$ cat config.mk
export PLATFORM = sky130hd
export DESIGN_NAME = sweep_sequencer
export DESIGN_NICKNAME = d
export VERILOG_FILES = /design/src/rtl/sweep_sequencer.sv
export SDC_FILE = /design/constraint.sdc
export NUM_CORES = 1
export LEC_CHECK = 0
export CORE_AREA = 2 2 221 114
export CTS_CLUSTER_SIZE = 12
export DETAILED_ROUTE_END_ITERATION = 10
export DIE_AREA = 0 0 223 116
export DONT_BUFFER_PORTS = 1
export GPL_TIMING_DRIVEN = 1
export PLACE_DENSITY = 0.84
export SLEW_MARGIN = 30
export SYNTH_ARGS = -nofsm -noshare
export SYNTH_HDL_FRONTEND = slang
export SYNTH_SLANG_ARGS = --single-unit
$ cat constraint.sdc
create_clock -name clk -period 4.5 [get_ports clk]
set_input_delay 0.675 -clock clk [delete_from_list [all_inputs] [get_ports clk]]
set_output_delay 0.675 -clock clk [all_outputs]
set_load 0.005 [all_outputs]
$ cat src/rtl/sweep_sequencer.sv
// Amplitude-frequency sweep sequencer: steps the DDS word, derives sample-clock settings,
// waits settle/Vpp detection and writes results. Define LOG_SWEEP_EN for a geometric sweep.
module sweep_sequencer #(
  parameter int unsigned SETTLE_CYC  = 10000,
  parameter int unsigned TIMEOUT_CYC = 2000000,
  parameter logic [31:0] RT_KW_MAX   = 32'h0010_624E,
  parameter int unsigned RT_SHIFT    = 5,
  parameter int unsigned IDX_W       = 8
) (
  input  logic             clk,
  input  logic             rst_n,
  input  logic             start,
  input  logic             abort,
  input  logic [31:0]      kw_start,
  input  logic [31:0]      kw_step,
  input  logic [IDX_W-1:0] n_points,
  input  logic [31:0]      kw_eqv_dlt,
  input  logic [31:0]      times_eqv,
  input  logic [11:0]      vpp,
  input  logic             vpp_found,
  output logic [31:0]      fre_kw,
  output logic [31:0]      samp_kw,
  output logic [31:0]      times,
  output logic             vpp_clr,
  output logic             res_we,
  output logic [IDX_W-1:0] res_addr,
  output logic [12:0]      res_data,
  output logic             busy,
  output logic             done
);

  typedef enum logic [2:0] {IDLE, LOAD, SETTLE, ARM, WAIT, STORE, NEXT, DONE} state_t;

  localparam logic [31:0] SETTLE_LAST  = 32'(SETTLE_CYC - 1);
  localparam logic [31:0] TIMEOUT_LAST = 32'(TIMEOUT_CYC - 1);
  localparam int unsigned WIDE_W       = 32 + RT_SHIFT;

  state_t           state, state_nx;
  logic [2:0]       sync;
  logic             found_rise;
  logic [31:0]      cnt;
  logic [31:0]      kw;
  logic [31:0]      step_lat, dlt_lat, teqv_lat;
  logic [IDX_W-1:0] n_lat, idx, n_last;
  logic             flag;

  function automatic logic [31:0] sat_shl(input logic [31:0] k);
    logic [WIDE_W-1:0] wide;
    wide = {{RT_SHIFT{1'b0}}, k} << RT_SHIFT;
    return (|wide[WIDE_W-1:32]) ? 32'hFFFF_FFFF : wide[31:0];
  endfunction

  function automatic logic [31:0] sat_sub(input logic [31:0] a, input logic [31:0] b);
    return (a > b) ? (a - b) : 32'h0;
  endfunction

  function automatic logic [31:0] next_kw(input logic [31:0] k, input logic [31:0] s);
`ifdef LOG_SWEEP_EN
    logic [31:0] inc;
    inc = k >> s[4:0];
    if (inc == 32'h0) inc = 32'h1;
    return k + inc;
`else
    return k + s;
`endif
  endfunction

  // Two-flop synchroniser for the detector flag, third flop for edge detect
  always_ff @(posedge clk or negedge rst_n) begin
    if (!rst_n) sync <= 3'b000;
    else        sync <= {sync[1:0], vpp_found};
  end
  assign found_rise = sync[1] & ~sync[2];
  assign n_last     = n_lat - IDX_W'(1);

  always_ff @(posedge clk or negedge rst_n) begin
    if (!rst_n) state <= IDLE;
    else        state <= state_nx;
  end

  always_comb begin
    state_nx = state;
    vpp_clr  = 1'b0;
    res_we   = 1'b0;
    res_addr = idx;
    res_data = 13'h0;
    if (abort) begin
      state_nx = IDLE;
    end else begin
      case (state)
        IDLE:    if (start) state_nx = (n_points != '0) ? LOAD : DONE;
        LOAD:    state_nx = SETTLE;
        SETTLE:  if (cnt == SETTLE_LAST) state_nx = ARM;
        ARM: begin
          vpp_clr  = 1'b1;
          state_nx = WAIT;
        end
        WAIT:    if (found_rise || cnt == TIMEOUT_LAST) state_nx = STORE;
        STORE: begin
          res_we   = 1'b1;
          res_data = {flag, flag ? 12'h000 : vpp};
          state_nx = NEXT;
        end
        NEXT:    state_nx = (idx == n_last) ? DONE : LOAD;
        DONE:    state_nx = IDLE;
        default: state_nx = IDLE;
      endcase
    end
  end

  // Latched sweep setup, per-point datapath and status flags
  always_ff @(posedge clk or negedge rst_n) begin
    if (!rst_n) begin
      fre_kw   <= '0;
      samp_kw  <= '0;
      times    <= '0;
      busy     <= 1'b0;
      done     <= 1'b0;
      cnt      <= '0;
      kw       <= '0;
      step_lat <= '0;
      dlt_lat  <= '0;
      teqv_lat <= '0;
      n_lat    <= '0;
      idx      <= '0;
      flag     <= 1'b0;
    end else if (abort) begin
      busy <= 1'b0;
    end else begin
      case (state)
        IDLE: if (start) begin
          kw       <= kw_start;
          step_lat <= kw_step;
          dlt_lat  <= kw_eqv_dlt;
          teqv_lat <= times_eqv;
          n_lat    <= n_points;
          idx      <= '0;
          done     <= 1'b0;
          busy     <= (n_points != '0);
        end
        LOAD: begin
          fre_kw <= kw;
          cnt    <= '0;
          if (kw <= RT_KW_MAX) begin
            samp_kw <= sat_shl(kw);
            times   <= 32'd1 << RT_SHIFT;
          end else begin
            samp_kw <= sat_sub(kw, dlt_lat);
            times   <= teqv_lat;
          end
        end
        SETTLE: cnt <= cnt + 32'd1;
        ARM:    cnt <= '0;
        WAIT: begin
          cnt  <= cnt + 32'd1;
          flag <= ~found_rise;
        end
        NEXT: if (idx != n_last) begin
          idx <= idx + IDX_W'(1);
          kw  <= next_kw(kw, step_lat);
        end
        DONE: begin
          busy <= 1'b0;
          done <= 1'b1;
        end
        default: ;
      endcase
    end
  end

endmodule

==> flow_summary.toml <==
[global_routing]
gr-total-overflow = 0
grt_pass1_vias = 11931
grt_pass1_wl_um = 63470
antenna_found_initial = 1
grt_max_degree = 282
grtUsageTotal_pct = 30.91

[setup_path]
r2r-start = "kw[22]"
cp.required_ns = 4.92
critical_path_class = "reg2reg"
slowest_stage = "dfrtp_1"
crit_chain = "ha_1, and3_1, and2_1, a221oi_1, o22ai_1, a221oi_1, a31o_2, nor2_1, buf_4, a221oi_1, nor2_1"
crit_path_end_kind = "register"
r2r_cells = 11
worst-path-stages = 11
crit_path_frequent_cell = "a221oi_1"
crit_buf_inv = 1
crit_arrival_ns = 3.83
cp_top_family = "compound AO/OA/AOI/OAI gates"
regToRegSetupSlack_ns = 1.08
start_kind = "register"
crit_fanout = 15
cpPeakStageDelay_ns = 0.49
rr_endpoint = "samp_kw[19]"

[power]
report.power.total_mw = 12.76
ir_worst_vdd_uv = 400.8
p_leak_nw = 7.647
power_density_nw_per_um2 = 784.9

[floorplanning]
core_sq_um = 23770
die_area_sq_um = 25870
ios = 274
rows = 40
die_w_um = 223
dieHeight_um = 116
initial_core_util_pct = 64.57

[cells_and_area]
final_layout_size_suffix_gt1_share_pct = 3.650
postLayoutCoreUtil_pct = 68.40
nFillCells = 1918
fin_area_sq_um = 16260
final_cell_mix = "nand2_1, dfrtp_1, o21ai_0"
layout_commonest_cell = "nand2_1"
layout.nets = 1996
area_growth_pct = 5.934

[logic_synthesis]
yosysUniqueCellTypes = 66
synth_ff_type = "dfrtp_1"
async_flop_share_pct = 100.0
yosysSeqAreaShare_pct = 45.81
synth-seq-cells = 281
netlist_instances = 1825
synth.top_cell.area_share_pct = 45.81
synth_area_sq_um = 15350
ys_warn_count = 0
synth-edff-count = 0
synth_top_cell_by_area = "dfrtp_1"
synthTopCellsByArea = "dfrtp_1, nand2_1, ha_1"
synth.net_count = 2046
synth_area_per_cell_sq_um = 8.411

[placement]
hpwl_um = 28860
dpl-instance-area_sq_um = 15540
gp_congestion = 0.9374
io_buffers = 0

[drt]
num_vias = 12885
routed_wire_length_per_instance_um = 19.08
dr.pass1.iters = 7
wl_um = 40020
route.detailed.drc = 0
via_per_inst = 6.144
drt_iter0_drc = 1188
antenna_left = 0

[timing]
fin_crit_sh_pct = 75.91
worst_pin_slew_ns = 0.9277
whs_ns = -0.1666
hold_viol_final = 183
drv_slew = 0
fin_crit_ns = 3.416
clock.fmax_mhz = 292.7
finClkSkew_ns = 0.01746
relSlewSlack_pct = 38.15
rsz0062_at_grt = "false"
tns_ns = 0
setup_viol = 0

[clocking]
path_clk_slew_ns = 0.06
cts_tree = "built"
clkSinkCount = 281
h-tree-depth = 1
cts_root_buffer = "clkbuf_16"
cts.path.max_buffers = 3
cts_made_buffers = 27
cts_resized = 0
clock_latency_ns = 0.56
cts_setup_buffers = 0

[status]
violations = "hold timing"
status = "finished, violations left"

[run]
maxCapViolCount = 0

[worst_hold_path]
hold_class = "in2async"
## sequential cells by signal, summed over array words and instances (netlist names), 8 cells and up
register,count
dlt_lat,32
step_lat,32
fre_kw,32
times,32
n_lat,8
kw,32
res_addr,8
samp_kw,32
teqv_lat,32
cnt,32
## metrics by stage
stage | cells | setup slack, ns | hold slack, ns
floorplan | 1825 | 1.702 | 0.3312
global placement | 2061 | 1.166 | 0.3458
detailed placement | 2061 | 1.194 | 0.3380
CTS | 2096 | 1.171 | -0.1841
global route | 2097 | 0.8332 | -0.1842
finish | 2097 | 1.084 | -0.1666
## kinds of logic after synthesis
family / Yosys count / synth area share [%]
adders and majority gates: 68 / 5.641
AOI/OAI and AO/OA: 407 / 15.78
xor gates and xnor gates: 84 / 4.793
muxes: 16 / 1.068
buffers and inverters: 157 / 3.896
DFF: 281 / 45.81
and+or+nand+nor: 812 / 23.01
## Yosys cell counts, types with 3 or more instances
library cell,count
a2111oi_0,3
a211oi_1,11
a21boi_0,4
a21o_1,28
a21oi_1,107
a221oi_1,12
a311oi_1,5
a31o_2,3
a31oi_1,14
and2_1,21
and3_1,16
and4_1,4
buf_1,7
buf_2,4
clkbuf_1,83
dfrtp_1,281
ha_1,66
inv_1,62
mux2_2,3
mux2i_1,13
nand2_1,508
nand2b_1,11
nand3_1,42
nand3b_1,3
nand4_1,18
nor2_1,93
nor2b_1,8
nor3_1,37
nor4_1,12
nor4b_1,4
o211ai_1,7
o21a_1,11
o21ai_0,162
o21ai_1,4
o21bai_1,7
o31a_1,3
o31ai_1,4
o41ai_1,3
or2_2,3
or3_1,19
or4_1,6
xnor2_1,43
xor2_1,41
## metal layers
metal,track usage (%),up-vias,wire (um)
met5,0,-,0
met2,48.60,491,17970
met1,43.59,6170,17680
met4,10.20,0,1285
met3,6.288,90,3082
li1,-,6134,-
## power breakdown
part           leakage, nW  switching (mW)  internal, mW
Clock                0.346           0.923          1.08
Sequential            3.57            1.02          3.51
Combinational         3.73            3.69          2.54
Total                 7.65            5.64          7.13
## how the worst max path moves through the flow
stage | start | endpoint | slack [ns]
after detailed placement | kw[22] | samp_kw[19] | 1.19
after global placement | kw[22] | samp_kw[11] | 1.17
final | kw[22] | samp_kw[19] | 1.08
after CTS | kw[22] | samp_kw[19] | 1.17
after global routing | kw[11] | samp_kw[19] | 0.83
after floorplan | abort | cnt[26] | 1.70
## worst reg2reg max path, delay by kind of cell (launching register included)
| family | cells | cell delay, ns |
|---|---|---|
| AOI/OAI and AO/OA | 5 | 1.50 |
| adders and majority gates | 1 | 0.47 |
| buffers and inverters | 1 | 0.20 |
| DFF | 1 | 0.49 |
| and+or+nand+nor | 4 | 0.63 |
## final cells by class
type                    instances  area, sq um  share of cell area [%]
diodes                          1        2.502                 0.01539
clock buffers                  34        701.9                   4.317
clock inverters                 1        8.758                 0.05386
inverters                      62        232.7                   1.431
multi-input cells            1387         7756                   47.70
flip-flops and latches        281         7032                   43.24
well taps                     315        394.1                   2.424
repair buffers                 16        132.6                  0.8156
(Power assumes the default switching activity.)
